<file path="config.mk">
export PLATFORM = sky130hd
export DESIGN_NAME = bsg_axil_mux
export DESIGN_NICKNAME = d
export VERILOG_FILES = /design/src/rtl/bsg_axil_mux_pkg.sv /design/src/rtl/bsg_axil_mux_rr_arb.sv /design/src/rtl/bsg_axil_mux.sv
export SDC_FILE = /design/constraint.sdc
export NUM_CORES = 1
export LEC_CHECK = 0
export CAP_MARGIN = 10
export CORE_AREA = 3 3 178 180
export DETAILED_ROUTE_END_ITERATION = 8
export DIE_AREA = 0 0 181 183
export PLACE_DENSITY = 0.53
export SLEW_MARGIN = 15
export SYNTH_ARGS = -nofsm -noshare
export SYNTH_HDL_FRONTEND = slang
export SYNTH_SLANG_ARGS = --single-unit
</file>
<file path="constraint.sdc">
create_clock -name clk_i -period 1.75 [get_ports clk_i]
set_input_delay 0.2625 -clock clk_i [delete_from_list [all_inputs] [get_ports clk_i]]
set_output_delay 0.2625 -clock clk_i [all_outputs]
set_load 0.1 [all_outputs]
</file>
<file path="src/rtl/bsg_axil_mux_pkg.sv">
// Shared types for the AXI-Lite multi-master mux.
// Bus structs, FSM state enums, response codes.
package bsg_axil_mux_pkg;

   localparam int axil_addr_width_lp = 32;
   localparam int axil_data_width_lp = 32;
   localparam int axil_strb_width_lp = axil_data_width_lp / 8;

   localparam logic [1:0] axil_resp_okay_lp = 2'b00;

   typedef enum logic [1:0] {
      E_WR_IDLE,
      E_WR_XFER,
      E_WR_RESP
   } wr_state_e;

   typedef enum logic [1:0] {
      E_RD_IDLE,
      E_RD_ADDR,
      E_RD_DATA
   } rd_state_e;

   typedef struct packed {
      logic [axil_addr_width_lp-1:0] awaddr;
      logic [2:0]                    awprot;
      logic                          awvalid;
      logic [axil_data_width_lp-1:0] wdata;
      logic [axil_strb_width_lp-1:0] wstrb;
      logic                          wvalid;
      logic                          bready;
      logic [axil_addr_width_lp-1:0] araddr;
      logic [2:0]                    arprot;
      logic                          arvalid;
      logic                          rready;
   } bsg_axil_mosi_s;

   typedef struct packed {
      logic                          awready;
      logic                          wready;
      logic [1:0]                    bresp;
      logic                          bvalid;
      logic                          arready;
      logic [axil_data_width_lp-1:0] rdata;
      logic [1:0]                    rresp;
      logic                          rvalid;
   } bsg_axil_miso_s;

   function automatic int safe_clog2(input int n);
      return (n <= 1) ? 1 : $clog2(n);
   endfunction

endpackage

</file>
<file path="src/rtl/bsg_axil_mux_rr_arb.sv">
// Round-robin requester select with completion-advanced pointer.
// Define BSG_AXIL_MUX_FIXED_PRIO_EN for fixed lowest-index priority.
module bsg_axil_mux_rr_arb
   import bsg_axil_mux_pkg::*;
 #(parameter int num_masters_p = 2
  ,localparam int lg_lp = safe_clog2(num_masters_p)
  )
  (input  logic                     clk_i
  ,input  logic                     reset_i
  ,input  logic [num_masters_p-1:0] req_i
  ,input  logic                     advance_i
  ,input  logic [lg_lp-1:0]         adv_id_i
  ,output logic [lg_lp-1:0]         grant_o
  ,output logic                     grant_v_o
  );

   logic [lg_lp-1:0]         ptr_r;
   logic [num_masters_p-1:0] rot;
   logic [lg_lp:0]           sum;

`ifdef BSG_AXIL_MUX_FIXED_PRIO_EN
   assign ptr_r = '0;
   wire unused_arb = ^{clk_i, reset_i, advance_i, adv_id_i};
`else
   // Pointer moves past the master whose transaction just completed.
   always_ff @(posedge clk_i) begin
      if (reset_i)
         ptr_r <= '0;
      else if (advance_i)
         ptr_r <= (adv_id_i == lg_lp'(num_masters_p-1))
                  ? '0 : adv_id_i + 1'b1;
   end
`endif

   // Rotate so ptr sits at bit 0, then take the first request.
   assign rot = num_masters_p'({req_i, req_i} >> ptr_r);

   // First set bit of the rotated vector, mapped back to an index.
   always_comb begin
      grant_o   = '0;
      grant_v_o = 1'b0;
      sum       = '0;
      for (int i = 0; i < num_masters_p; i++) begin
         if (!grant_v_o && rot[i]) begin
            grant_v_o = 1'b1;
            sum = {1'b0, ptr_r} + (lg_lp+1)'(i);
            if (sum > (lg_lp+1)'(num_masters_p-1))
               sum = sum - (lg_lp+1)'(num_masters_p);
            grant_o = sum[lg_lp-1:0];
         end
      end
   end

endmodule

</file>
<file path="src/rtl/bsg_axil_mux.sv">
// N-to-1 AXI-Lite mux, independent read/write arbiters.
// Define BSG_AXIL_MUX_FIXED_PRIO_EN for fixed priority.
module bsg_axil_mux
   import bsg_axil_mux_pkg::*;
 #(parameter int num_masters_p = 2
  ,localparam int lg_lp = safe_clog2(num_masters_p)
  )
  (input  logic                                 clk_i
  ,input  logic                                 reset_i
  ,input  bsg_axil_mosi_s [num_masters_p-1:0] s_axil_bus_i
  ,output bsg_axil_miso_s [num_masters_p-1:0] s_axil_bus_o
  ,output bsg_axil_mosi_s                     m_axil_bus_o
  ,input  bsg_axil_miso_s                     m_axil_bus_i
  );

   wr_state_e        wr_state_r, wr_state_n;
   rd_state_e        rd_state_r, rd_state_n;
   logic [lg_lp-1:0] wr_grant_r, wr_grant_n;
   logic [lg_lp-1:0] rd_grant_r, rd_grant_n;
   logic             aw_done_r, aw_done_n;
   logic             w_done_r, w_done_n;
   logic             aw_hs, w_hs;
   logic             wr_adv, rd_adv;

   logic [num_masters_p-1:0] aw_req, ar_req;
   logic [lg_lp-1:0]         wr_arb_grant, rd_arb_grant;
   logic                     wr_arb_v, rd_arb_v;

   bsg_axil_mosi_s wr_mosi, rd_mosi;

   assign wr_mosi = s_axil_bus_i[wr_grant_r];
   assign rd_mosi = s_axil_bus_i[rd_grant_r];

   // Collect per-master address requests for the two arbiters.
   always_comb begin
      aw_req = '0;
      ar_req = '0;
      for (int i = 0; i < num_masters_p; i++) begin
         aw_req[i] = s_axil_bus_i[i].awvalid;
         ar_req[i] = s_axil_bus_i[i].arvalid;
      end
   end

   bsg_axil_mux_rr_arb #(.num_masters_p(num_masters_p)) wr_arb
     (.clk_i     (clk_i)
     ,.reset_i   (reset_i)
     ,.req_i     (aw_req)
     ,.advance_i (wr_adv)
     ,.adv_id_i  (wr_grant_r)
     ,.grant_o   (wr_arb_grant)
     ,.grant_v_o (wr_arb_v)
     );

   bsg_axil_mux_rr_arb #(.num_masters_p(num_masters_p)) rd_arb
     (.clk_i     (clk_i)
     ,.reset_i   (reset_i)
     ,.req_i     (ar_req)
     ,.advance_i (rd_adv)
     ,.adv_id_i  (rd_grant_r)
     ,.grant_o   (rd_arb_grant)
     ,.grant_v_o (rd_arb_v)
     );

   // FSM state, grants and aw/w completion flags.
   always_ff @(posedge clk_i) begin
      if (reset_i) begin
         wr_state_r <= E_WR_IDLE;
         rd_state_r <= E_RD_IDLE;
         wr_grant_r <= '0;
         rd_grant_r <= '0;
         aw_done_r  <= 1'b0;
         w_done_r   <= 1'b0;
      end else begin
         wr_state_r <= wr_state_n;
         rd_state_r <= rd_state_n;
         wr_grant_r <= wr_grant_n;
         rd_grant_r <= rd_grant_n;
         aw_done_r  <= aw_done_n;
         w_done_r   <= w_done_n;
      end
   end

   // Write path: grant, aw/w handshakes in any order, then b.
   always_comb begin
      wr_state_n = wr_state_r;
      wr_grant_n = wr_grant_r;
      aw_done_n  = aw_done_r;
      w_done_n   = w_done_r;
      wr_adv     = 1'b0;
      aw_hs      = 1'b0;
      w_hs       = 1'b0;
      unique case (wr_state_r)
         E_WR_IDLE: begin
            if (wr_arb_v) begin
               wr_grant_n = wr_arb_grant;
               wr_state_n = E_WR_XFER;
            end
         end
         E_WR_XFER: begin
            aw_hs = wr_mosi.awvalid & ~aw_done_r
                  & m_axil_bus_i.awready;
            w_hs  = wr_mosi.wvalid & ~w_done_r
                  & m_axil_bus_i.wready;
            if (aw_hs) aw_done_n = 1'b1;
            if (w_hs)  w_done_n  = 1'b1;
            if ((aw_done_r | aw_hs) & (w_done_r | w_hs))
               wr_state_n = E_WR_RESP;
         end
         E_WR_RESP: begin
            if (m_axil_bus_i.bvalid & wr_mosi.bready) begin
               wr_state_n = E_WR_IDLE;
               wr_adv     = 1'b1;
               aw_done_n  = 1'b0;
               w_done_n   = 1'b0;
            end
         end
         default: wr_state_n = E_WR_IDLE;
      endcase
   end

   // Read path: grant, ar handshake, then r.
   always_comb begin
      rd_state_n = rd_state_r;
      rd_grant_n = rd_grant_r;
      rd_adv     = 1'b0;
      unique case (rd_state_r)
         E_RD_IDLE: begin
            if (rd_arb_v) begin
               rd_grant_n = rd_arb_grant;
               rd_state_n = E_RD_ADDR;
            end
         end
         E_RD_ADDR: begin
            if (rd_mosi.arvalid & m_axil_bus_i.arready)
               rd_state_n = E_RD_DATA;
         end
         E_RD_DATA: begin
            if (m_axil_bus_i.rvalid & rd_mosi.rready) begin
               rd_state_n = E_RD_IDLE;
               rd_adv     = 1'b1;
            end
         end
         default: rd_state_n = E_RD_IDLE;
      endcase
   end

   // Pass-through to/from the granted master; reset blanks all.
   always_comb begin
      m_axil_bus_o = '0;
      s_axil_bus_o = '0;
      for (int i = 0; i < num_masters_p; i++) begin
         s_axil_bus_o[i].bresp = axil_resp_okay_lp;
         s_axil_bus_o[i].rresp = axil_resp_okay_lp;
      end
      if (!reset_i) begin
         if (wr_state_r == E_WR_XFER) begin
            m_axil_bus_o.awaddr  = wr_mosi.awaddr;
            m_axil_bus_o.awprot  = wr_mosi.awprot;
            m_axil_bus_o.awvalid = wr_mosi.awvalid & ~aw_done_r;
            m_axil_bus_o.wdata   = wr_mosi.wdata;
            m_axil_bus_o.wstrb   = wr_mosi.wstrb;
            m_axil_bus_o.wvalid  = wr_mosi.wvalid & ~w_done_r;
            s_axil_bus_o[wr_grant_r].awready =
               m_axil_bus_i.awready & ~aw_done_r;
            s_axil_bus_o[wr_grant_r].wready =
               m_axil_bus_i.wready & ~w_done_r;
         end
         if (wr_state_r == E_WR_RESP) begin
            m_axil_bus_o.bready = wr_mosi.bready;
            s_axil_bus_o[wr_grant_r].bvalid = m_axil_bus_i.bvalid;
            s_axil_bus_o[wr_grant_r].bresp  = m_axil_bus_i.bresp;
         end
         if (rd_state_r == E_RD_ADDR) begin
            m_axil_bus_o.araddr  = rd_mosi.araddr;
            m_axil_bus_o.arprot  = rd_mosi.arprot;
            m_axil_bus_o.arvalid = rd_mosi.arvalid;
            s_axil_bus_o[rd_grant_r].arready = m_axil_bus_i.arready;
         end
         if (rd_state_r == E_RD_DATA) begin
            m_axil_bus_o.rready = rd_mosi.rready;
            s_axil_bus_o[rd_grant_r].rvalid = m_axil_bus_i.rvalid;
            s_axil_bus_o[rd_grant_r].rdata  = m_axil_bus_i.rdata;
            s_axil_bus_o[rd_grant_r].rresp  = m_axil_bus_i.rresp;
         end
      end
   end

endmodule

</file>
==> results of run 1 <==
## timing repair
item,CTS,global route
gates resized for setup,55,36
gates cloned,10,7
pin swaps,19,40
endpoints found under the setup margin,193,172
buffers inserted,15,4
## state kept, by name (all words and copies together) (netlist names)
signal / flops
w_done_r: 1
aw_done_r: 1
rd_state_r: 2
wr_arb.ptr_r: 1
wr_grant_r: 1
rd_grant_r: 1
rd_arb.ptr_r: 1
wr_state_r: 2
## kinds of logic after synthesis
kind of cell           share of synthesized area, %
AOI/OAI and AO/OA                              4.29
buffers and inverters                          10.3
DFF                                            7.01
muxes                                          39.0
and+or+nand+nor                                39.3
## metrics by stage
stage	std cells	TNS [ns]	util (%)
after floorplan	403	-16.97	-
after global placement	1269	-87.29	36.8
after detailed placement	1269	-85.67	36.8
after CTS	1297	-26.40	38.9
after global routing	1305	-30.58	39.9
final	1306	-22.46	39.9
## power by group through the flow
stage                     Clock [W]  Combinational, W  Sequential (W)
final                      0.000459           0.00352        0.000259
after global routing       0.000489           0.00366        0.000261
after CTS                  0.000473           0.00347        0.000258
after detailed placement          0           0.00328        0.000269
after global placement            0           0.00328        0.000268
after floorplan                   0           0.00181        0.000254
## worst max-delay path by stage
stage,start,to,cells past startpoint
final,wr_state_r[1],m_axil_bus_o[67],5
after global routing,wr_state_r[0],m_axil_bus_o[67],5
after CTS,rd_state_r[1],s_axil_bus_o[52],6
after detailed placement,reset_i,m_axil_bus_o[110],5
after global placement,reset_i,m_axil_bus_o[53],5
after floorplan,wr_state_r[1],s_axil_bus_o[39],4
## area by class of cell
class                           instances  area [µm²]  area share (%)
Multi-Input combinational cell        353        3650            30.2
Sequential cell                        10         214            1.77
Inverter                                7        26.3           0.217
Clock buffer                            4        88.8           0.734
Tap cell                              396         495            4.09
Timing Repair Buffer                  534        7620            63.0
Antenna cell                            2        5.00          0.0414
## worst max-delay path, stage by stage (launching register included)
cell and delay [ns]:
dfxtp_2 0.35, or3b_4 0.51, buf_12 0.18, buf_16 0.15, nor2_4 0.11, buf_12 0.18
## metal layers
layer  share of wire, %  GRT usage (%)
met5               0.28              0
met4               0.28           1.07
met3                 12           7.52
met2                 54           27.7
met1                 34           14.6
## cell usage after synthesis, types with 3 or more instances
master | instances | area [µm²]
a31oi_1 | 3 | 18.8
a21oi_1 | 7 | 35.0
nor2b_1 | 3 | 18.8
nor3_1 | 9 | 45.0
mux2i_1 | 108 | 1080
buf_2 | 11 | 55.1
mux2_2 | 3 | 33.8
and3_1 | 5 | 31.3
buf_4 | 3 | 22.5
buf_6 | 15 | 169
and2_1 | 70 | 438
inv_1 | 7 | 26.3
nor2_1 | 115 | 432
dfxtp_1 | 10 | 200
clkbuf_1 | 6 | 22.5
==> flow_metrics.py, run 1 <==
metrics = {
    "synth": {
        "syn_inst": 403,
        "synth_seq_cells": 10,
        "ys_seq_area_share_pct": 7.01,
        "synthesis.area_mm2": 0.00286,
        "syn-mean-instance-area_um2": 7.09,
        "synth_edf_count": 0,
        "yosys_warnings": 0,
        "synth.distinct_cells": 33,
        "synth_flop_cell": "dfxtp_1",
        "ys_async_sr_fraction_pct": 0,
        "synth_nets": 668,
    },
    "drt": {
        "drt_iter0_markers": 81,
        "postRouteWirelength_um": 25700,
        "vias_per_cell": 3.79,
        "vias": 4950,
        "post-route-drc-count": 0,
        "ant_nets": 0,
        "drt-pass1-iter-count": 4,
        "wire_per_inst_um": 19.7,
    },
    "timing": {
        "worst_pin_slew_ns": 0.392,
        "finalWorstSetupSlack_ns": -0.232,
        "drv_slew": 0,
        "hold_viol": 0,
        "whs_ns": 0.467,
        "fmax_mhz": 504,
        "layout_min_cycle_time_ns": 1.98,
        "slew_headroom_pct": 73.1,
        "rsz0062_at_grt": "yes",
        "finalSetupViolCount": 149,
        "fin_worst_skew_ns": 0.000372,
        "post-route-period-util_pct": 113,
    },
    "worst_setup_path": {
        "cp_max_fo": 7,
        "crit_arrival_ns": 1.72,
        "path_class": "reg -> out",
        "start_kind": "flop",
        "required_ns": 1.49,
        "reg2reg_to": "wr_arb.ptr_r",
        "end_kind": "output pin",
        "worstRegToRegCells": 5,
        "r2r_slack_ns": 0.11,
        "timing.rr.start": "wr_state_r[0]",
    },
    "global_route": {
        "grt_pass1_wl_um": 36200,
        "grt_use_total_pct": 14.4,
        "grt_overflow": 0,
        "grt_max_degree": 31,
        "grt_pass1_vias": 5375,
        "antenna_found_initial": 7,
    },
    "placed_design": {
        "port_buffers": 457,
        "pre_cts_ws_ns": -0.525,
        "gp_congestion": 0.759,
        "place_area_mm2": 0.0112,
        "dp_hpwl_um": 21000,
    },
    "power": {
        "peakVddDrop_v": 0.000332,
        "power_frac_clock_pct": 10.8,
        "power_switching_w": 0.00205,
        "power-per-cell-area_mw_per_mm2": 350,
        "p_leak_nw": 4.41,
        "p_total_w": 0.00424,
        "intPower_w": 0.00218,
        "p_sw_share_pct": 48.5,
        "comb_power_share_pct": 83.0,
        "pwr-share-seq_pct": 6.1,
    },
    "clock_tree": {
        "clkLatencyLatePin_ns": 0.24,
        "htreeDepth": 1,
        "cts_root_buffer": "clkbuf_16",
        "cts_hold_buf": 0,
        "cts_num_sinks": 10,
        "cts_tree": "built",
        "path_clk_slew_ns": 0.05,
        "cts_buffer_depth": 2,
        "cts_buffers": 3,
    },
    "run_status": {
        "violations": "negative setup slack",
        "run_status": "finished with violations",
    },
    "floorplanning": {
        "core_region_area_mm2": 0.0303,
        "die_y_um": 183,
        "die_area_mm2": 0.0331,
        "io_pins": 458,
        "rows": 64,
        "initial_core_util_pct": 9.41,
        "fp.dieW_um": 181,
    },
    "layout": {
        "design_area_mm2": 0.0121,
        "nNetsFinal": 1174,
        "drive_above_1_share_pct": 55.7,
        "final_common_cell": "clkdlybuf4s50_1",
        "nFillCells": 2847,
        "synthToLayoutAreaGrowth_pct": 324,
        "layout_common_cells": "clkdlybuf4s50_1 (263), buf_12 (207), nor2_4 (113), mux2i_1 (92), and2_4 (70)",
    },
    "min_path": {
        "min_to": "rd_arb.ptr_r",
        "hp-class": "reg -> reg",
        "min_path_cells": 2,
        "hold_start": "rd_arb.ptr_r",
    },
    "flow_run": {
        "drv_cap": 0,
    },
}
Power figures use the tool's default switching activity.
==> run 2: changes to the inputs <==
ABC_CLOCK_PERIOD_IN_PS = 1750   (was not set)
==> results of run 2 <==
No change in the layout: final DEF, timing and power equal those of run 1.
==> run 3: changes to the inputs <==
CORE_AREA = 3 3 179 181   (was 3 3 178 180)
CTS_CLUSTER_DIAMETER = 150   (was not set)
DIE_AREA = 0 0 182 184   (was 0 0 181 183)
PLACE_DENSITY = 0.52   (was 0.53)
SYNTH_HIERARCHICAL = 1   (was not set)
==> flow_metrics.py, run 3 <==
metrics = {
    "synth": {
        "yosysTopAreaCellShare_pct": 39.8,
        "synth_nets": 679,
        "syn-mean-instance-area_um2": 6.68,
        "yosys_warnings": 6,
        "synthTopCellsByCount": "nor2_1 (124), mux2i_1 (110), and3_1 (73), buf_2 (24), clkbuf_1 (16)",
        "synth_edf_count": 0,
        "synth_top_area_cell": "mux2i_1",
        "ys_top_cells_by_area": "mux2i_1 (40%), nor2_1 (17%), and3_1 (17%), dfxtp_1 (7.2%), buf_2 (4.3%)",
        "syn_inst": 414,
        "ys_async_sr_fraction_pct": 0,
        "synth_flop_cell": "dfxtp_1",
        "ys_seq_area_share_pct": 7.24,
        "synth_seq_cells": 10,
        "synth.distinct_cells": 32,
        "synthesis.area_mm2": 0.00277,
        "synth_most_common_cell": "nor2_1",
    },
    "global_route": {
        "grt_use_total_pct": 12.5,
        "grt_pass1_wl_um": 32400,
        "grt_pass1_vias": 5063,
        "grt_overflow": 0,
        "antenna_found_initial": 1,
        "grt_max_degree": 29,
    },
    "drt": {
        "wire_per_inst_um": 18.9,
        "drt-pass1-iter-count": 4,
        "drt_iter0_markers": 94,
        "postRouteWirelength_um": 24800,
        "vias_per_cell": 3.88,
        "vias": 5088,
        "post-route-drc-count": 0,
        "ant_nets": 0,
    },
    "worst_setup_path": {
        "end_kind": "output pin",
        "required_ns": 1.49,
        "path_class": "reg -> out",
        "cp_max_fo": 20,
        "start_kind": "flop",
        "crit_arrival_ns": 1.58,
    },
    "placed_design": {
        "place_area_mm2": 0.0107,
        "dp_hpwl_um": 18700,
        "gp_congestion": 0.807,
        "dpl.cell_count": 1268,
        "port_buffers": 457,
        "pre_cts_ws_ns": -0.447,
    },
    "power": {
        "pwr-share-seq_pct": 5.9,
        "intPower_w": 0.00239,
        "comb_power_share_pct": 84.2,
        "peakVddDrop_v": 0.000207,
        "p_total_w": 0.00465,
        "p_leak_nw": 4.56,
        "power_switching_w": 0.00226,
        "p_sw_share_pct": 48.6,
        "power_frac_clock_pct": 9.9,
        "power-per-cell-area_mw_per_mm2": 360,
    },
    "clock_tree": {
        "cts_hold_buf": 0,
        "cts_tree": "built",
        "htreeDepth": 1,
        "cts_buffer_depth": 2,
        "cts_root_buffer": "clkbuf_16",
        "cts_num_sinks": 10,
        "cts_buffers": 3,
        "clkLatencyLatePin_ns": 0.24,
        "path_clk_slew_ns": 0.04,
    },
    "layout": {
        "design_area_mm2": 0.0129,
        "final_common_cell": "clkdlybuf4s50_1",
        "reg.largest.list": "rd_state_r: 2 flops, wr_state_r: 2 flops",
        "stdcell_count": 1313,
        "synthToLayoutAreaGrowth_pct": 368,
        "nNetsFinal": 1182,
        "drive_above_1_share_pct": 61.4,
        "layout_common_cells": "clkdlybuf4s50_1 (263), buf_12 (213), nor2_4 (113), and3_4 (55), mux2i_1 (43)",
        "nFillCells": 2842,
    },
    "floorplanning": {
        "rows": 64,
        "die_area_mm2": 0.0335,
        "core_region_area_mm2": 0.0306,
        "fp.dieW_um": 182,
        "initial_core_util_pct": 9.04,
        "io_pins": 458,
        "die_y_um": 184,
    },
    "min_path": {
        "hp-class": "reg -> reg",
    },
    "flow_run": {
        "drv_cap": 0,
    },
    "timing": {
        "fin_worst_skew_ns": 0.000558,
        "rsz0062_at_grt": "yes",
        "worst_pin_slew_ns": 0.333,
        "fmax_mhz": 542,
        "finalSetupViolCount": 114,
        "whs_ns": 0.528,
        "layout_min_cycle_time_ns": 1.85,
        "slew_headroom_pct": 77.1,
        "finalWorstSetupSlack_ns": -0.0951,
        "drv_slew": 0,
        "post-route-period-util_pct": 105,
        "hold_viol": 0,
    },
    "run_status": {
        "violations": "negative setup slack",
        "run_status": "finished with violations",
    },
}
## run 3: cell count changes after synthesis, moves of 4 or more
cell | before | now
nand2_1 | 2 | 6
nor2_1 | 115 | 124
buf_2 | 11 | 24
and3_1 | 5 | 73
and2_1 | 70 | 5
clkbuf_1 | 6 | 16
inv_1 | 7 | 2
nor3_1 | 9 | 4
buf_6 | 15 | 0
## run 3: layout make-up
| class | count | area [µm²] | share of cell area (%) |
|---|---|---|---|
| timing repair buffer | 536 | 7800 | 60.3 |
| multi-input combinational | 364 | 4320 | 33.4 |
| tap | 396 | 495 | 3.83 |
| sequential | 10 | 218 | 1.68 |
| clock buffer | 4 | 88.8 | 0.687 |
| inverter | 2 | 7.51 | 0.0580 |
| antenna | 1 | 2.50 | 0.0193 |
## run 3: final timing paths
check | slack (ns) | cells after the start | startpoint | end
setup / recovery | -0.1 | 5 | rd_state_r[0] | s_axil_bus_o[42]
setup reg to reg | 0.33 | 6 | wr_grant_r | wr_arb/ptr_r
hold reg to reg | 0.53 | 2 | wr_arb/ptr_r | wr_arb/ptr_r
hold / removal | 0.53 | 2 | wr_arb/ptr_r | wr_arb/ptr_r
## run 3: cell families after synthesis
family,after synthesis,synth area share [%]
compound gates,16,3.84
flops,10,7.24
buf+inv,44,7.33
simple gates,232,41.0
mux,112,40.6
## run 3: through the flow
stage	TNS [ns]	util, %
global route	-12.67	42.3
finish	-6.20	42.3
CTS	-6.93	38.5
global placement	-43.59	35.1
floorplan	-43.17	-
detailed placement	-51.22	35.1
## run 3: timing repair
action                     in CTS  in global routing
pin swaps                      38                 65
cloned                          9                 17
setup endpoints to repair     193                177
resized for setup             171                153
buffers inserted               11                  7
## run 3: critical path, stage by stage (launching register included)
cell and delay [ns]:
dfxtp_4 0.34, and2b_4 0.30, buf_12 0.15, buf_12 0.15, and3_4 0.22, buf_12 0.17
## run 3: routing by layer
layer / routed length [µm] / vias up / track usage [%]
met5: 0 / - / 0
met4: 206 / 0 / 1.22
met3: 1420 / 16 / 2.63
met2: 13300 / 197 / 23.0
met1: 9900 / 2412 / 15.4
li1: - / 2463 / -
## run 3: power by group through the flow
stage | sequential, W | combinational, W | clock [W]
after floorplan | 0.000267 | 0.00168 | 0
after global placement | 0.000286 | 0.00317 | 0
after detailed placement | 0.000287 | 0.00318 | 0
after CTS | 0.000274 | 0.00355 | 0.000473
after global routing | 0.000278 | 0.00406 | 0.000484
final | 0.000275 | 0.00392 | 0.000459
